**config.mk**
```make
export PLATFORM = sky130hd
export DESIGN_NAME = silly_func_scanner_flat
export DESIGN_NICKNAME = d
export VERILOG_FILES = /design/src/rtl/silly_func_scanner_if.sv /design/src/rtl/silly_func_scanner.sv /design/src/flat_wrapper.sv
export SDC_FILE = /design/constraint.sdc
export NUM_CORES = 1
export LEC_CHECK = 0
export CORE_MARGIN = 2
export CORE_UTILIZATION = 45
export DETAILED_ROUTE_END_ITERATION = 8
export PLACE_DENSITY = 0.74
export RECOVER_POWER = 25
export SYNTH_ARGS = -nofsm -noshare
export SYNTH_HDL_FRONTEND = slang
export SYNTH_SLANG_ARGS = --single-unit
```
**constraint.sdc**
```tcl
create_clock -name clk -period 1.4 [get_ports clk]
set_input_delay 0.21 -clock clk [delete_from_list [all_inputs] [get_ports clk]]
set_output_delay 0.21 -clock clk [all_outputs]
set_load 0.01 [all_outputs]
```
**src/rtl/silly_func_scanner_if.sv**
```systemverilog
// rtl/silly_func_scanner_if.sv - scanner control/observe bundle between the scanner and the block under scan
interface silly_func_scanner_if #(
    parameter int N_IN = 3
);
    logic                   start;
    logic                   y_in;
    logic [N_IN-1:0]        drv;
    logic                   busy;
    logic                   done;
    logic [(1<<N_IN)-1:0]   truth_table;
    logic                   pass;
    logic [(1<<N_IN)-1:0]   mismatch;

    modport master (
        input  start,
        input  y_in,
        output drv,
        output busy,
        output done,
        output truth_table,
        output pass,
        output mismatch
    );

    modport slave (
        output start,
        output y_in,
        input  drv,
        input  busy,
        input  done,
        input  truth_table,
        input  pass,
        input  mismatch
    );
endinterface

```
**src/rtl/silly_func_scanner.sv**
```systemverilog
// rtl/silly_func_scanner.sv - sweeps all input vectors of silly_func, records y, compares to expected table
module silly_func_scanner #(
    parameter int                  N_IN          = 3,
    parameter int                  SETTLE_CYCLES = 1,
    parameter logic [(1<<N_IN)-1:0] EXPECTED     = 'h31
) (
    input  logic                 clk,
    input  logic                 reset,
    silly_func_scanner_if.master bus
);
    localparam int CW = (SETTLE_CYCLES > 1) ? $clog2(SETTLE_CYCLES) : 1;

    typedef enum logic [1:0] {
        IDLE,
        SETTLE,
        SAMPLE,
        DONE
    } state_t;

    state_t          state;
    logic [N_IN-1:0] idx;
    logic [CW-1:0]   cnt;

    always_ff @(posedge clk) begin
        if (reset) begin
            state           <= IDLE;
            idx             <= '0;
            cnt             <= '0;
            bus.drv         <= '0;
            bus.busy        <= 1'b0;
            bus.done        <= 1'b0;
            bus.truth_table <= '0;
            bus.pass        <= 1'b0;
            bus.mismatch    <= '0;
        end else begin
            case (state)
                IDLE: begin
                    bus.done <= 1'b0;
                    if (bus.start) begin
                        idx             <= '0;
                        cnt             <= CW'(SETTLE_CYCLES - 1);
                        bus.drv         <= '0;
                        bus.busy        <= 1'b1;
                        bus.truth_table <= '0;
                        bus.pass        <= 1'b0;
                        bus.mismatch    <= '0;
                        state           <= SETTLE;
                    end
                end
                SETTLE: begin
                    if (cnt == '0) begin
                        state <= SAMPLE;
                    end else begin
                        cnt <= cnt - 1'b1;
                    end
                end
                SAMPLE: begin
                    bus.truth_table[idx] <= bus.y_in;
                    // Last vector leaves to DONE so idx never wraps back to 0.
                    if (idx == {N_IN{1'b1}}) begin
                        state <= DONE;
                    end else begin
                        idx     <= idx + 1'b1;
                        bus.drv <= idx + 1'b1;
                        cnt     <= CW'(SETTLE_CYCLES - 1);
                        state   <= SETTLE;
                    end
                end
                DONE: begin
                    bus.done     <= 1'b1;
                    bus.pass     <= (bus.truth_table == EXPECTED);
                    bus.mismatch <= bus.truth_table ^ EXPECTED;
                    bus.drv      <= '0;
                    bus.busy     <= 1'b0;
                    state        <= IDLE;
                end
                default: begin
                    state <= IDLE;
                end
            endcase
        end
    end
endmodule

```
**src/flat_wrapper.sv**
```systemverilog
// flat-port wrapper written by rule: the top's interface ports become plain ports
module silly_func_scanner_flat 
#(
    parameter int                  N_IN          = 3,
    parameter int                  SETTLE_CYCLES = 1,
    parameter logic [(1<<N_IN)-1:0] EXPECTED     = 'h31
)
  (clk, reset, bus_start, bus_y_in, bus_drv, bus_busy, bus_done, bus_truth_table, bus_pass, bus_mismatch);
  silly_func_scanner_if #(.N_IN(N_IN)) bus_i ();
  input  logic clk;
  input  logic reset;
  input wire logic [$bits(bus_i.start)-1:0] bus_start;
  input wire logic [$bits(bus_i.y_in)-1:0] bus_y_in;
  output wire logic [$bits(bus_i.drv)-1:0] bus_drv;
  output wire logic [$bits(bus_i.busy)-1:0] bus_busy;
  output wire logic [$bits(bus_i.done)-1:0] bus_done;
  output wire logic [$bits(bus_i.truth_table)-1:0] bus_truth_table;
  output wire logic [$bits(bus_i.pass)-1:0] bus_pass;
  output wire logic [$bits(bus_i.mismatch)-1:0] bus_mismatch;
  assign bus_i.start = bus_start;
  assign bus_i.y_in = bus_y_in;
  assign bus_drv = bus_i.drv;
  assign bus_busy = bus_i.busy;
  assign bus_done = bus_i.done;
  assign bus_truth_table = bus_i.truth_table;
  assign bus_pass = bus_i.pass;
  assign bus_mismatch = bus_i.mismatch;
  silly_func_scanner #(.N_IN(N_IN), .SETTLE_CYCLES(SETTLE_CYCLES), .EXPECTED(EXPECTED)) u_core (.clk(clk), .reset(reset), .bus(bus_i));
endmodule
```
==> Word level (Yosys, flattened, before mapping) <==
Cells that the tools add are included.
{ "totals": {"ff_bits": 28, "inputBits": 4, "elab_cells": 56, "out_inout_bits": 22} }
{ "classes": {"n_eq_ne": 8, "reduce_logical": 12, "n_bitwise": 1, "magnitude_cmp": 2, "n_mux": 22, "n_addsub": 2} }
{ "op_table": {"columns": ["cell", "count"], "rows": [
  ["$pmux 8 s2", 2],
  ["$pmux 3 s3", 1],
  ["$reduce_and 3->1", 3],
  ["$bwmux 8", 1],
  ["$eq 8x6->1 const B", 1],
  ["$mux 8", 1],
  ["$pmux 2 s4", 1],
  ["$mux 2", 3],
  ["$mux 3", 2],
  ["$ne 2x2->1 const B", 3],
  ["$pmux 1 s2", 3],
  ["$pmux 3 s2", 1],
  ["$reduce_and 2->1", 3],
  ["$reduce_bool 3->1", 2],
  ["$mux 1", 5],
  ["$eq 2x2->1 const B", 2],
  ["$lt 3x4->1 const B", 1],
  ["$reduce_bool 2->1", 2],
  ["$add 3x1->3 const B", 1],
  ["$demux 1 s3", 1],
  ["$eq 3x3->1 const B", 1],
  ["$ge 3x1->1 const B", 1],
  ["$not 3->3", 1],
  ["$pmux 1 s3", 1],
  ["other kinds (4)", 4]
]} }

==> Longest topological paths before layout <==
Gate-level depths: netlist of the first run.
{ "depth": {"depth_word": 6, "depth_mapped": 6, "ltp_nobuf": 5} }

==> Worst setup path before layout of the first run <==
OpenSTA, ideal clock, no wires.
{ "synth_timing": {"kind": "flip-flop to flip-flop", "startpoint": "reg u_core.state[0]", "endpoint": "reg u_core.bus.truth_table[5]", "path_slack_ps": -54, "arrival_time_ps": 1362, "path_stages_with_launch": 6, "path_buffers": 0, "synth_period_minus_slack_ps": 1454, "required_time_ps": 1308, "setup_ps": 92, "cell_sequence": "dfxtp_1 -> inv_1 -> ha_1 -> mux2_4 -> o22a_1 -> o32ai_1"} }
{ "synth_via": {"elab_chain_len": 3, "elab_cells_between_ends": 6, "cone_classes": "2 x eq/ne; 1 x mux; 3 x reduce/logical"} }
{ "synth_lines": {"columns": ["element", "line", "source"], "rows": [
  ["start: declaration", "silly_func_scanner.sv:20", "state_t state;"],
  ["start signal: assignment", "silly_func_scanner.sv:26", "state <= IDLE;"],
  ["start signal: assignment", "silly_func_scanner.sv:47", "state <= SETTLE;"],
  ["start signal: assignment", "silly_func_scanner.sv:52", "state <= SAMPLE;"],
  ["$eq 2x2->1 / $logic_not 2->1 (equally long branches)", "silly_func_scanner.sv:36", "case (state)"],
  ["$reduce_bool 2->1 (no source line) / $ne 2x2->1 (equally long branches)", null, null],
  ["$reduce_and 2->1 (no source line)", null, null],
  ["end signal: indexed assignment", "silly_func_scanner.sv:58", "bus.truth_table[idx] <= bus.y_in;"],
  ["end: declaration", "silly_func_scanner_if.sv:20", "output truth_table,"]
]} }
Several ways; a longest one is shown, not always the timed one.
A chain may end at the register's enable or synchronous reset.

==> Worst setup path in the final report of the first run <==
{ "layout_timing": {"startpoint": "reg u_core.state[1]", "endpoint": "reg u_core.bus.truth_table[0]"} }
Same word-level chain as after synthesis.

==> results.tsv, run 1 <==
stage	metric	value	unit
worst_hold_path	min-delay-start	u_core.bus.drv[0]	
timing	fin_crit_sh	0.983	
global_routing	use_met3	0.0454	
timing	timing.final.crit_period	1380	ps
placed_design	hpwlAfterDp	2310	um
logic_synthesis	syn-cell-area	0.00129	mm2
logic_synthesis	postSynthCellCount	130	
clocking	root_buffer	clkbuf_4	
clocking	cts_sinks	27	
global_routing	grt_pass1_wl	5220	um
logic_synthesis	synth_top_area_cell	dfxtp_1	
power	swShare	0.312	
logic_synthesis	seq_area_frac_synth	0.418	
worst_setup_path	r2r_cells	5	
logic_synthesis	synth.distinct_cells	36	
layout	regArea	554	um2
power	leakagePower	0.806	nW
worst_setup_path	r2r_setup_slack	20	ps
power	pwr-share-seq	0.479	
routing	drtAntennaViolNets	0	
floorplanning	dieArea	0.00332	mm2
timing	setup_viol	0	
logic_synthesis	synthesis.nets	141	
routing	drtIter0Drc	31	
timing	fin_ws	24.1	ps
clocking	htree_num_levels	1	
timing	hold_ws	470	ps
layout	final_common_cell	buf_4	
floorplanning	ios	26	
placed_design	place_area	0.00170	mm2
logic_synthesis	synth-async-reset-ratio	0	
global_routing	overflow	0	
timing	fin_tns_setup	0	ps
logic_synthesis	synth-edff-count	0	
global_routing	grt_max_degree	17	
routing	drc	0	
worst_setup_path	critPathKind	flip-flop to flip-flop	
clocking	clock_latency	340	ps
layout	syn2layout_area_growth	43.3	%
placed_design	pre_cts_slack	-186	ps
clocking	cts-buffers-inserted	3	
layout	final_cell_mix	25 x buf_4, 22 x dlygate4sd2_1, 20 x dfxtp_1	
logic_synthesis	postSynthAreaPerCell	9.94	um2
clocking	ctsHoldBuffers	0	
timing	slew_violations	0	
layout	multi_input_area	768	um2
worst_setup_path	rr_endpoint	u_core.bus.truth_table[0]	
floorplanning	die_w	57.6	um
timing	hold_viol	0	
routing	vias_per_cell	5.91	
worst_setup_path	startpoint_type	flip-flop	
logic_synthesis	synth_ff_type	dfxtp_1	
power	power	1.70	mW
worst_hold_path	hold_depth	2	
global_routing	use_met1	0.263	
global_routing	grt.busiest_layer	met2	
logic_synthesis	yosysWarnings	0	
logic_synthesis	synth-seq-cells	27	
logic_synthesis	synth_area_leaders	dfxtp_1 42%, ha_1 6.8%, a32o_1 6.2%	
worst_hold_path	hold_path_class	flip-flop to flip-flop	
clocking	cts_tree	built	
layout	finalInstanceArea	0.00185	mm2
power	peakVddDrop	0.729	mV
placed_design	portBuffers	25	
power	p_int	1.17	mW
flow_run	cap_viol_max_count	0	
timing	clock_skew	3.93	ps
timing	max-slew-margin-rel	0.813	
worst_setup_path	required	1670	ps
timing	max_freq	0.727	GHz
routing	dr.pass1.iters	4	
power	power_frac_comb	0.309	
routing	wl_per_cell	16.0	um
power	power_frac_clock	0.212	
power	pwr_density_cell	919	mW/mm2
global_routing	track_usage	0.203	
outcome	status	finished, final reports clean	
global_routing	grt_antenna_before_repair	0	
worst_hold_path	min_to	u_core.bus.drv[0]	
global_routing	met2_usage	0.321	
worst_setup_path	arrival	1640	ps
logic_synthesis	netlist.area_leader.share	0.418	
clocking	cts.path.max_buffers	2	
layout	insertedDiodeCount	0	
worst_setup_path	crit_path_max_fanout	8	
floorplanning	dieHeight	57.6	um
floorplanning	core_area	0.00273	mm2
timing	rsz0062_at_grt	yes	
clocking	clkTransAtPathRegs	150	ps
layout	final_cells	209	
placed_design	place_congestion	0.854	
placed_design	dp_cells	198	
worst_setup_path	cp-end-kind	flip-flop	
layout	fin_util	0.677	
floorplanning	initial_core_util	0.473	
layout	num-nets-final	190	
power	switchingPower	0.530	mW
timing	worst_pin_slew	279	ps
routing	via_count	1236	
layout	layout-drive-gt1-share	0.320	
floorplanning	rows	19	
global_routing	grt_pass1_vias	1169	
routing	totalWireLength	3350	um
layout	fill_cells	235	
worst_setup_path	worstReg2RegStart	u_core.state[1]	
-- sequential cells by signal (all words and copies together) (netlist names) --
signal,count
u_core.idx,3
u_core.bus.done,1
u_core.bus.truth_table,8
u_core.bus.drv,3
u_core.state,2
u_core.bus.busy,1
u_core.bus.pass,1
u_core.bus.mismatch,8
-- power by group through the flow --
| stage | sequential, mW | combinational, mW | clock (mW) |
|---|---|---|---|
| floorplan | 0.829 | 0.272 | 0 |
| global placement | 0.822 | 0.443 | 0 |
| detailed placement | 0.824 | 0.457 | 0 |
| CTS | 0.815 | 0.493 | 0.358 |
| global route | 0.818 | 0.565 | 0.395 |
| finish | 0.815 | 0.526 | 0.361 |
-- logic make-up after synthesis --
logic type | count (synthesis) | share of synthesized area
and+or+nand+nor | 40 | 0.180
buffers and inverters | 16 | 0.0561
DFF | 27 | 0.418
muxes | 5 | 0.0455
adders and majority gates | 7 | 0.0678
AOI/OAI and AO/OA | 35 | 0.232
-- Yosys cell counts, drive strengths merged, types with 5 or more instances --
cell	instances
dfxtp	27
nor2	10
a32o	8
a32oi	8
inv	8
ha	7
buf	5
nand2b	5
nor3	5
o22ai	5
-- final cells by class --
type / instances / share of cell area
clock buffers: 3 / 0.0122
clock inverters: 1 / 0.00405
inverters: 9 / 0.0209
multi-input cells: 87 / 0.415
flip-flops and latches: 27 / 0.299
well taps: 31 / 0.0209
repair buffers: 51 / 0.228
-- worst max path at each step --
stage                          from                         to  depth (start not counted)  slack (ps)
floorplan           u_core.state[0]  u_core.bus.truth_table[5]                          5         0.5
global route        u_core.state[1]  u_core.bus.truth_table[0]                          5         -30
detailed placement        bus_start  u_core.bus.truth_table[4]                          5        -190
finish              u_core.state[1]  u_core.bus.truth_table[0]                          5          20
CTS                 u_core.state[0]              u_core.idx[2]                          6           2
global placement          bus_start  u_core.bus.truth_table[3]                          4        -140
-- critical path, stage by stage, from the launching register on --
cell	delay (ps)
dfxtp_4	410
inv_4	50
ha_4	170
mux2_4	340
o22a_1	220
o32ai_2	110
-- metal layers --
layer  share of wire  routed length, um  up-vias
met5               0                  0        -
met4           0.015                 50        0
met3           0.041                138        5
met2            0.49               1630       29
met1            0.46               1530      610
li1                -                  -      592
-- what timing repair did --
item,4_1_cts,5_1_grt
setup buffers,6,1
cloned,0,0
hold endpoints to repair,0,0
endpoints found under the setup margin,36,18
pin swaps,3,5
gates resized for setup,43,8
No activity file was read; power rests on OpenSTA's default activity.
==> run 2: changes to the inputs <==
- CAP_MARGIN: not set -> 40
==> results of run 2 <==
The final DEF is identical to that of run 1; final timing and power are the same.
